$ cat src/rtl/ysyx_23060203_mdu.sv
// RV M-extension multiply/divide unit.
// Iterative shift-add multiplier, restoring divider, valid/ready handshake.
module ysyx_23060203_mdu #(
  parameter int XLEN    = 32,
  parameter int MUL_BPC = 2
) (
  input  logic            clock,
  input  logic            reset,
  input  logic            flush,
  input  logic            in_valid,
  output logic            in_ready,
  input  logic [2:0]      in_funct,
  input  logic [XLEN-1:0] in_a,
  input  logic [XLEN-1:0] in_b,
  output logic            out_valid,
  input  logic            out_ready,
  output logic [XLEN-1:0] out_result
);

  localparam int CW = $clog2(XLEN) + 1;
  localparam int MSTEPS = XLEN / MUL_BPC;
  localparam int PW = XLEN + MUL_BPC;

  typedef enum logic [1:0] {
    IDLE, MUL, DIV, DONE
  } state_t;

  state_t              state;
  logic [CW-1:0]       cnt;
  logic [2*XLEN-1:0]   p;
  logic [XLEN-1:0]     m;
  logic [2:0]          fq;
  logic                an;
  logic                bn;
  logic [XLEN-1:0]     res;

  logic                sa;
  logic                sbs;
  logic                an_in;
  logic                bn_in;
  logic                div0;
  logic                ovf;
  logic [XLEN-1:0]     ma;
  logic [XLEN-1:0]     mb;
  logic [XLEN-1:0]     fast_res;

  logic [PW-1:0]       partial;
  logic [PW-1:0]       msum;
  logic [2*XLEN-1:0]   p_mul;
  logic [XLEN:0]       t;
  logic                ge;
  logic [XLEN-1:0]     rsub;
  logic [2*XLEN-1:0]   p_div;
  logic [2*XLEN-1:0]   p_nx;

  logic [2*XLEN-1:0]   prod;
  logic [XLEN-1:0]     quo;
  logic [XLEN-1:0]     rem;
  logic [XLEN-1:0]     fin;

  assign in_ready   = (state == IDLE);
  assign out_valid  = (state == DONE) & ~flush;
  assign out_result = res;

  // Request decode: signedness, magnitudes and the one-cycle special cases
  always_comb begin
    sa = (in_funct == 3'b001) | (in_funct == 3'b010) |
         (in_funct == 3'b100) | (in_funct == 3'b110);
    sbs = (in_funct == 3'b001) | (in_funct == 3'b100) |
          (in_funct == 3'b110);
    an_in = sa & in_a[XLEN-1];
    bn_in = sbs & in_b[XLEN-1];
    ma = an_in ? -in_a : in_a;
    mb = bn_in ? -in_b : in_b;
    div0 = in_funct[2] & (in_b == '0);
    ovf = in_funct[2] & ~in_funct[0] &
          (in_a == {1'b1, {(XLEN-1){1'b0}}}) & (in_b == '1);
    if (div0)
      fast_res = in_funct[1] ? in_a : '1;
    else
      fast_res = in_funct[1] ? '0 : in_a;
  end

  // One iteration step: MUL_BPC-bit shift-add or one restoring divide bit
  always_comb begin
    partial = '0;
    for (int i = 0; i < MUL_BPC; i++)
      if (p[i])
        partial = partial + (PW'(m) << i);
    msum  = partial + PW'(p[2*XLEN-1:XLEN]);
    p_mul = {msum, p[XLEN-1:MUL_BPC]};
    t     = {p[2*XLEN-1:XLEN], p[XLEN-1]};
    ge    = (t >= {1'b0, m});
    rsub  = t[XLEN-1:0] - m;
    p_div = {(ge ? rsub : t[XLEN-1:0]), p[XLEN-2:0], ge};
    p_nx  = (state == MUL) ? p_mul : p_div;
  end

  // Sign fix-up and result select from the final iteration
  always_comb begin
    prod = (an ^ bn) ? -p_nx : p_nx;
    quo  = (an ^ bn) ? -p_nx[XLEN-1:0] : p_nx[XLEN-1:0];
    rem  = an ? -p_nx[2*XLEN-1:XLEN] : p_nx[2*XLEN-1:XLEN];
    fin  = '0;
    unique case (1'b1)
      (fq == 3'b000):          fin = prod[XLEN-1:0];
      (!fq[2] && fq != 3'b0):  fin = prod[2*XLEN-1:XLEN];
      (fq[2] && !fq[1]):       fin = quo;
      (fq[2] && fq[1]):        fin = rem;
    endcase
  end

  // Control FSM with datapath registers
  always_ff @(posedge clock or negedge reset) begin
    if (!reset) begin
      state <= IDLE;
      cnt   <= '0;
      p     <= '0;
      m     <= '0;
      fq    <= '0;
      an    <= 1'b0;
      bn    <= 1'b0;
      res   <= '0;
    end else if (flush) begin
      state <= IDLE;
    end else begin
      unique case (state)
        IDLE: begin
          if (in_valid) begin
            fq  <= in_funct;
            an  <= an_in;
            bn  <= bn_in;
            cnt <= in_funct[2] ? CW'(XLEN) : CW'(MSTEPS);
            if (div0 | ovf) begin
              state <= DONE;
              res   <= fast_res;
            end else if (in_funct[2]) begin
              state <= DIV;
              p     <= {{XLEN{1'b0}}, ma};
              m     <= mb;
            end else begin
              state <= MUL;
              p     <= {{XLEN{1'b0}}, mb};
              m     <= ma;
            end
          end
        end
        MUL, DIV: begin
          p <= p_nx;
          if (cnt != '0)
            cnt <= cnt - 1'b1;
          if (cnt == CW'(1)) begin
            state <= DONE;
            res   <= fin;
          end
        end
        DONE: begin
          if (out_ready)
            state <= IDLE;
        end
        default: state <= IDLE;
      endcase
    end
  end

endmodule

$ cat config.mk
export PLATFORM = sky130hd
export DESIGN_NAME = ysyx_23060203_mdu
export DESIGN_NICKNAME = d
export VERILOG_FILES = /design/src/rtl/ysyx_23060203_mdu.sv
export SDC_FILE = /design/constraint.sdc
export NUM_CORES = 1
export LEC_CHECK = 0
export ABC_AREA = 1
export CAP_MARGIN = 20
export CORE_MARGIN = 1
export CORE_UTILIZATION = 35
export DETAILED_ROUTE_END_ITERATION = 10
export GPL_ROUTABILITY_DRIVEN = 0
export SETUP_SLACK_MARGIN = 0.4
export SYNTH_ARGS = -nofsm -noshare
export SYNTH_HDL_FRONTEND = slang
export SYNTH_SLANG_ARGS = --single-unit
$ cat constraint.sdc
create_clock -name clock -period 5.2 [get_ports clock]
set_clock_uncertainty 0.1 [all_clocks]
set_input_delay 1.56 -clock clock [delete_from_list [all_inputs] [get_ports clock]]
set_output_delay 1.56 -clock clock [all_outputs]
set_load 0.02 [all_outputs]
Yosys cells after proc, flatten, opt, wreduce, memory -nomap -nowiden
Cells that the tools add are included.
Widths: inputs -> output; s select.
{"block": "totals", "out_inout_bits": 34, "reg_bits": 141}
{"block": "op_classes", "bitwise_logic": 17, "reduce_logical": 18, "n_eq_ne": 18, "addsub": 9, "n_mux": 33, "n_lt_le_gt_ge": 1}
{"cell": "$mux 32", "count": 14}
{"cell": "$mux 64", "count": 4}
{"cell": "$neg 32->32", "count": 4}
{"cell": "$pmux 32 s4", "count": 1}
{"cell": "$pmux 64 s2", "count": 1}
{"cell": "$eq 32x32->1 const B", "count": 2}
{"cell": "$neg 64->64", "count": 1}
{"cell": "$pmux 32 s2", "count": 1}
{"cell": "$add 32x33->34", "count": 1}
{"cell": "$add 34x32->34", "count": 1}
{"cell": "$mux 34", "count": 1}
{"cell": "$ge 33x32->1", "count": 1}
{"cell": "$logic_not 32->1", "count": 1}
{"cell": "$sub 32x32->32", "count": 1}
{"cell": "$mux 6", "count": 3}
{"cell": "$mux 2", "count": 6}
{"cell": "$pmux 6 s2", "count": 1}
{"cell": "$reduce_and 4->1", "count": 3}
{"cell": "$ne 3x3->1 const B", "count": 3}
{"cell": "$ne 2x2->1 const B", "count": 4}
{"cell": "$and 1x1->1", "count": 7}
{"cell": "$eq 3x3->1 const B", "count": 2}
{"cell": "$eq 6x1->1 const B", "count": 1}
{"cell": "$or 1x1->1", "count": 6}
{"cell": "19 further kinds", "count": 26}

Logic depth before layout (Yosys ltp)
Gate-level depths: netlist of the first run.
{"block": "logic_depth", "word_depth": 10, "depth_mapped": 45}

Worst setup path after synthesis of the first run
No wires, ideal clock.
{"block": "synth_path", "path_type": "register to register", "startpoint": "register p[0]", "endpoint": "register res[31], in the netlist out_result[31]", "required_time_ns": 4.983, "n_path_buf": 3, "stages_incl_launch_ff": 43, "arrival_ns": 4.703, "setup_ns": 0.117, "setup_slack_ns": 0.281, "period_less_slack_ns": 4.919, "path_cell_list": "dfrtp_1 buf_2 buf_2 buf_1 nand2_1 inv_1 ha_1 nand2_1 nand2_1 nor2_1 nor2_1 nand2_1 nand3_1 a21oi_1 inv_1 nand2_1 nand2_1 a31oi_1 [... 7 more ...] nor2_1 nand3_1 nand3_1 nand2_1 nand3_1 nand2_1 nor2_1 nand2_1 nor2_4 nand3_1 nand2_1 nand2_1 nand2_1 nand3_1 nand3_1 nand2_1 nand2_1 nand2_1"}
{"block": "synth_between", "elab_chain_len": 10, "elab_cells_between_ends": 14}
{"item": "start: declaration", "line_no": "30", "source": "logic [2*XLEN-1:0] p;"}
{"item": "start signal: assignment", "line_no": "139", "source": "p <= {{XLEN{1'b0}}, ma};"}
{"item": "start signal: assignment", "line_no": "143", "source": "p <= {{XLEN{1'b0}}, mb};"}
{"item": "start signal: assignment", "line_no": "149", "source": "p <= p_nx;"}
{"item": "$mux 32", "line_no": "88", "source": "if (p[i])"}
{"item": "$add 32x33->34", "line_no": "89", "source": "partial = partial + (PW'(m) << i);"}
{"item": "$mux 34", "line_no": "88"}
{"item": "$add 34x32->34", "line_no": "90", "source": "msum = partial + PW'(p[2*XLEN-1:XLEN]);"}
{"item": "$mux 64 (*)", "line_no": "96", "source": "p_nx = (state == MUL) ? p_mul : p_div;"}
{"item": "$neg 64->64, or another cell as far along", "line_no": "101", "source": "prod = (an ^ bn) ? -p_nx : p_nx;"}
{"item": "$mux 64, or another cell as far along", "line_no": "101"}
{"item": "$pmux 32 s4 (*)", "line_no": "105", "source": "unique case (1'b1)"}
{"item": "$mux 32 (*)", "line_no": "152", "source": "if (cnt == CW'(1)) begin"}
{"item": "$pmux 32 s2 (*)", "line_no": "127", "source": "unique case (state)"}
{"item": "end signal: assignment", "line_no": "136", "source": "res <= fast_res;"}
{"item": "end signal: assignment", "line_no": "154", "source": "res <= fin;"}
{"item": "end: declaration", "line_no": "35", "source": "logic [XLEN-1:0] res;"}
Mark *: on every way between the ends. The rest lies on a longest branch, timed or not. The select of a mux whose other input is x is not followed.
A chain may end at the register's enable or synchronous reset.

Worst setup path after layout of the first run
{"block": "layout_path", "startpoint": "register p[0]", "endpoint": "register res[28], in the netlist out_result[28]"}
{"block": "layout_between", "elab_chain_len": 10, "elab_cells_between_ends": 14}
{"item": "$mux 32", "line_no": "88"}
{"item": "$add 32x33->34", "line_no": "89"}
{"item": "$mux 34", "line_no": "88"}
{"item": "$add 34x32->34", "line_no": "90"}
{"item": "$mux 64 (*)", "line_no": "96"}
{"item": "$neg 64->64 / $neg 32->32 (equally long branches)", "line_no": "101, 103"}
{"item": "$mux 64 / $mux 32 (equally long branches)", "line_no": "101, 103"}
{"item": "$pmux 32 s4 (*)", "line_no": "105"}
{"item": "$mux 32 (*)", "line_no": "152"}
{"item": "$pmux 32 s2 (*)", "line_no": "127"}
Marked as above.

==> metrics.md, run 1 <==
| Metric | Value |
|---|---|
| Post-CTS Hold Fix Bufs | 0 |
| Port bufs | 105 |
| First-pass GRT wire length | 134 mm |
| Die ar. | 57400 µm² |
| Worst-Skew Late Latency | 0.47 ns |
| CP Class | reg -> reg |
| Register bit total from synthesis | 141 |
| EDFF count, synth | 0 |
| Largest net degree at the start of global routing | 76 |
| # setup viols final | 0 |
| R2R Setup Slk | 0.15 ns |
| Htree depth | 4 |
| Synth async-reset ratio | 100% |
| Critical path endpoint category | flip-flop |
| DPL Wire Length | 70.1 mm |
| Syn_nets | 3556 |
| N_diodes | 0 |
| Most used cell, CP | nand2_1 |
| Setup TNS | 0 ns |
| Core Area | 55400 µm² |
| # IOs | 106 |
| Final hold vios | 0 |
| Util after Layout | 49.0% |
| Gr usage total | 30.8% |
| DIE HEIGHT | 240 µm |
| Sequential area share after synthesis | 17.9% |
| Top cells by count, synth | 875 x nand2_1, 449 x inv_1, 329 x o21ai_0 |
| Final antenna-violating net count | 0 |
| Main synth FF type | dfrtp_1 |
| Status | finished with violations |
| Final nets | 3984 |
| Num Clock Sinks | 141 |
| Cell taking the most area after synthesis | dfrtp_1 |
| Vias per Instance | 5.47 |
| Worst slack, placed | -0.247 ns |
| Area Growth Syn to Fin | 37.5% |
| Fmax achieved | 0.198 GHz |
| Wirelength, routed | 90.4 mm |
| Post-layout min period | 5.05 ns |
| Wirelength per Cell | 19.8 µm |
| Cell variety after synth | 62 |
| CTS Buf Count | 17 |
| Ratio of cells with drive above 1 in the final layout | 26.0% |
| Slowest Stage Delay on Critical Path | 0.43 ns |
| Mapped Area | 19800 µm² |
| Top cells by area, synth | dfrtp_1 18%, nand2_1 17%, inv_1 8.5%, o21ai_0 8.3%, nand3_1 7.6% |
| RSZ-0062 raised after global routing | true |
| Starting density of the core | 35.7% |
| Drt first pass iters | 9 |
| Worst EP arrival | 5.34 ns |
| Reg clk slew, reported paths | 0.07 ns |
| Failing checks | design-rule violations |
| DRC | 1 |
| Chip Width | 240 µm |
| Initial DRC Count | 2731 |
| Max-slew violations | 0 |
| Slew headroom | 39.9% |
| Req. time, crit path | 5.50 ns |
| Total congestion overflow | 0 |
| Area share of the largest cell type after synthesis | 17.9% |
| Maximum clock path buffer count | 2 |
| Post-route insts no fill | 4575 |
| Vias in the first global route | 23.2k |
| Period utilisation layout | 97.0% |
| Initial antenna violation count | 2 |
| Most common cell in the netlist | nand2_1 |
| Placed insts | 4463 |
| CTS tree | yes |
| Core Rows | 86 |
| Critical Path Source Type | flip-flop |
| Root buf cell | clkbuf_16 |
| Final worst slack | 0.155 ns |
| Maximum Capacitance Violations | 0 |
| Mean Syn Cell Area | 5.84 µm² |
| Worst slew pin tran | 0.900 ns |
| Slowest stage cell on the critical path | dfrtp_1 |
| Maximum net fanout on the critical path | 12 |
| DR vias | 25.0k |
| Mapped Cells | 3387 |
| Worst Hold Class | reg -> reg |
| Synth warnings | 0 |
registers in the layout, indices dropped and copies added, names as in the netlist:
signal	flops
fq	3
state	2
m	32
bn	1
an	1
p	64
cnt	6
out_result	32
kinds of logic (layout without fill, tap and decap cells):
| group | after synthesis | count (layout) | synth area share, % |
|---|---|---|---|
| flops | 141 | 141 | 17.9 |
| xor+xnor | 118 | 118 | 5.23 |
| buf+inv | 591 | 1031 | 12.0 |
| fa+ha+maj | 97 | 97 | 6.25 |
| compound gates | 749 | 749 | 21.4 |
| simple gates | 1691 | 1691 | 37.3 |
path summary, 6_finish.rpt:
| check | cells past startpoint | endpoint | start |
|---|---|---|---|
| worst max-delay path | 35 | out_result[28] | p[0] |
| worst min-delay path | 2 | out_result[3] | out_result[3] |
| worst max register to register | 35 | out_result[28] | p[0] |
| worst min register to register | 2 | out_result[3] | out_result[3] |
| max in group asynchronous | 2 | m[15] | reset |
| min in group asynchronous | 1 | out_result[16] | reset |
repair_timing:
action | CTS | global route
gates resized for setup | 316 | 253
pin swaps | 129 | 114
setup endpoints to repair | 30 | 55
cloned | 1 | 1
hold endpoints to repair | 0 | 0
setup buffers | 45 | 34
stage by stage:
stage	cell area, µm²	hold WS (ns)
6_report	27200	0.381
3_3_place_gp	23800	0.363
2_1_floorplan	19800	0.367
5_1_grt	27200	0.401
4_1_cts	25900	0.387
3_5_place_dp	23800	0.369
critical path: cells and delay by family, from the launching register on:
kind | cells | cell delay (ns)
buffers and inverters | 6 | 0.84
AO/OA/AOI/OAI | 8 | 1.21
adder cells (fa/ha/maj) | 2 | 0.65
AND/OR/NAND/NOR | 18 | 1.57
XOR/XNOR | 1 | 0.17
flip-flops | 1 | 0.43
metal layers:
metal	wire [µm]	vias to the layer above	GRT usage (%)
met5	11	-	0
met4	6480	2	20.2
met3	6710	274	3.50
met2	40400	1219	48.9
met1	36800	11500	39.3
li1	-	12000	-
area by class of cell:
type,count,area (µm²)
Clock buffer,18,439
Fill cell,5666,28200
Sequential cell,141,3550
Tap cell,748,936
Timing Repair Buffer,533,4450
Clock inverter,13,189
Multi-Input combinational cell,2655,15900
Inverter,467,1760
cells in the final DEF (no fill, tap or decap), types with 52 or more instances in the layout:
cell             count
a21oi_1            172
o21ai_0            278
dfrtp_1            127
inv_1              411
nand2_2            115
nor2_4              55
nand3_1            253
buf_4              404
clkdlybuf4s50_1    102
nand3_2             61
xor2_1              80
o21ai_1             52
nor2_1             245
ha_1                59
nand2_1            769
Power of run 1 is left out: the tool's default activity adds up to more than one toggle a clock period on the data nets, which glitch-free logic cannot reach.
==> run 2, diff against run 1 <==
clock period = 5.73 ns   (was 5.2 ns; I/O delays follow)
==> metrics.md, run 2 (same netlist as run 1, synthesis figures left out) <==
| Metric | Value |
|---|---|
| Most frequent cells in the layout | 798 x nand2_1, 428 x inv_1, 288 x o21ai_0 |
| Commonest non-fill, non-tap cell in the layout | nand2_1 |
| Ratio of cells with drive above 1 in the final layout | 18.4% |
| Wirelength, routed | 87.5 mm |
| First-pass GRT wire length | 130 mm |
| DRC | 0 |
| Chip Width | 240 µm |
| Initial antenna violation count | 4 |
| Fmax achieved | 0.191 GHz |
| Final nets | 3777 |
| Post-layout min period | 5.23 ns |
| Worst slew pin tran | 0.957 ns |
| Most used cell, CP | nand2_2 |
| Maximum clock path buffer count | 2 |
| Area Growth Syn to Fin | 26.0% |
| Final antenna-violating net count | 0 |
| WL met3 | 7.35 mm |
| Critical Path Source Type | flip-flop |
| Initial DRC Count | 2442 |
| Fillers | 5908 |
| Period utilisation layout | 91.3% |
| Post-CTS Hold Fix Bufs | 0 |
| Num Clock Sinks | 141 |
| CTS tree | yes |
| CP Class | reg -> reg |
| Htree depth | 4 |
| Worst-Skew Late Latency | 0.50 ns |
| Max layer used | met5 |
| Req. time, crit path | 6.06 ns |
| Reg with most FFs | p |
| Maximum Capacitance Violations | 0 |
| Slew headroom | 36.2% |
| Gr usage total | 30.0% |
| Met1 Wirelength | 35.9 mm |
| Max-slew violations | 0 |
| Vias in the first global route | 21.7k |
| Critical path endpoint category | flip-flop |
| Vias per Instance | 5.51 |
| Starting density of the core | 35.7% |
| Port bufs | 105 |
| Core Area | 55400 µm² |
| Root buf cell | clkbuf_16 |
| WL met2 | 39.2 mm |
| Final hold vios | 0 |
| Die ar. | 57400 µm² |
| # IOs | 106 |
| Drt first pass iters | 6 |
| Slowest Stage Delay on Critical Path | 0.43 ns |
| RSZ-0062 raised after global routing | true |
| Status | completed |
| Total congestion overflow | 0 |
| Worst EP arrival | 5.57 ns |
| CTS Buf Count | 17 |
| Max reg flops | 64 |
| Reg clk slew, reported paths | 0.07 ns |
| Largest net degree at the start of global routing | 85 |
| Worst Hold Class | reg -> reg |
| # setup viols final | 0 |
| Slowest stage cell on the critical path | dfrtp_1 |
| Maximum net fanout on the critical path | 4 |
| DPL Wire Length | 69.4 mm |
| Hold WS | 0.381 ns |
| DR vias | 24.1k |
| Core Rows | 86 |
| DIE HEIGHT | 240 µm |
| Wirelength per Cell | 20.0 µm |
run 2: cell types whose count changed in the layout (fill, tap and decap cells not counted), moves of 16 or more:
| cell | before | now |
|---|---|---|
| inv_1 | 411 | 428 |
| inv_2 | 49 | 31 |
| nor2_1 | 245 | 261 |
| nand2_2 | 115 | 93 |
| ha_1 | 59 | 79 |
| buf_4 | 404 | 212 |
| nand2_1 | 769 | 798 |
run 2: repair_timing:
| action | in CTS | in global routing |
|---|---|---|
| endpoints found under the setup margin | 18 | 27 |
| buffers inserted | 2 | 35 |
| pin swaps | 4 | 138 |
| resized for setup | 53 | 348 |
run 2: stage by stage:
stage,instances,TNS (ns),instance area [µm²],worst slack (ns),utilization (%)
final,4372,0,24900,0.497,44.9
after global routing,4369,0,24900,0.191,44.9
after CTS,4334,0,23300,0.397,42.1
after detailed placement,4300,-0.202,22600,-0.0895,40.7
after global placement,4300,-0.152,22600,-0.0702,40.7
after floorplan,3387,0,19800,0.811,-
run 2: path summary, 6_finish.rpt:
path | slack (ns) | from | depth (start not counted) | to
max | 0.50 | p[0] | 42 | out_result[28]
min | 0.38 | out_result[9] | 2 | out_result[9]
max reg2reg | 0.50 | p[0] | 42 | out_result[28]
min reg2reg | 0.38 | out_result[9] | 2 | out_result[9]
max in group asynchronous | 3.48 | reset | 2 | p[4]
min in group asynchronous | 1.17 | reset | 1 | out_result[8]
run 2: layout make-up:
class	count	area, µm²	share of cell area [%]
clock inverters	14	203	0.814
repair buffers	326	2780	11.2
clock buffers	18	439	1.76
inverters	467	1760	7.08
diodes	3	7.51	0.0302
well taps	748	936	3.76
multi-input cells	2655	15200	61.2
flip-flops and latches	141	3530	14.2
run 2: metal layers:
layer	vias up	GRT usage (%)
met5	-	0
met4	2	16.4
met3	239	5.70
met2	1132	47.4
met1	11100	38.4
li1	11600	-
run 2: worst max-delay path, delay by kind of cell (launching register included):
family | cells | cell delay [ns]
AND/OR/NAND/NOR | 27 | 2.50
buffers and inverters | 7 | 0.75
flip-flops | 1 | 0.43
XOR/XNOR | 1 | 0.14
adder cells (fa/ha/maj) | 2 | 0.57
AO/OA/AOI/OAI | 5 | 0.65
Power of run 2 is left out for the same reason.
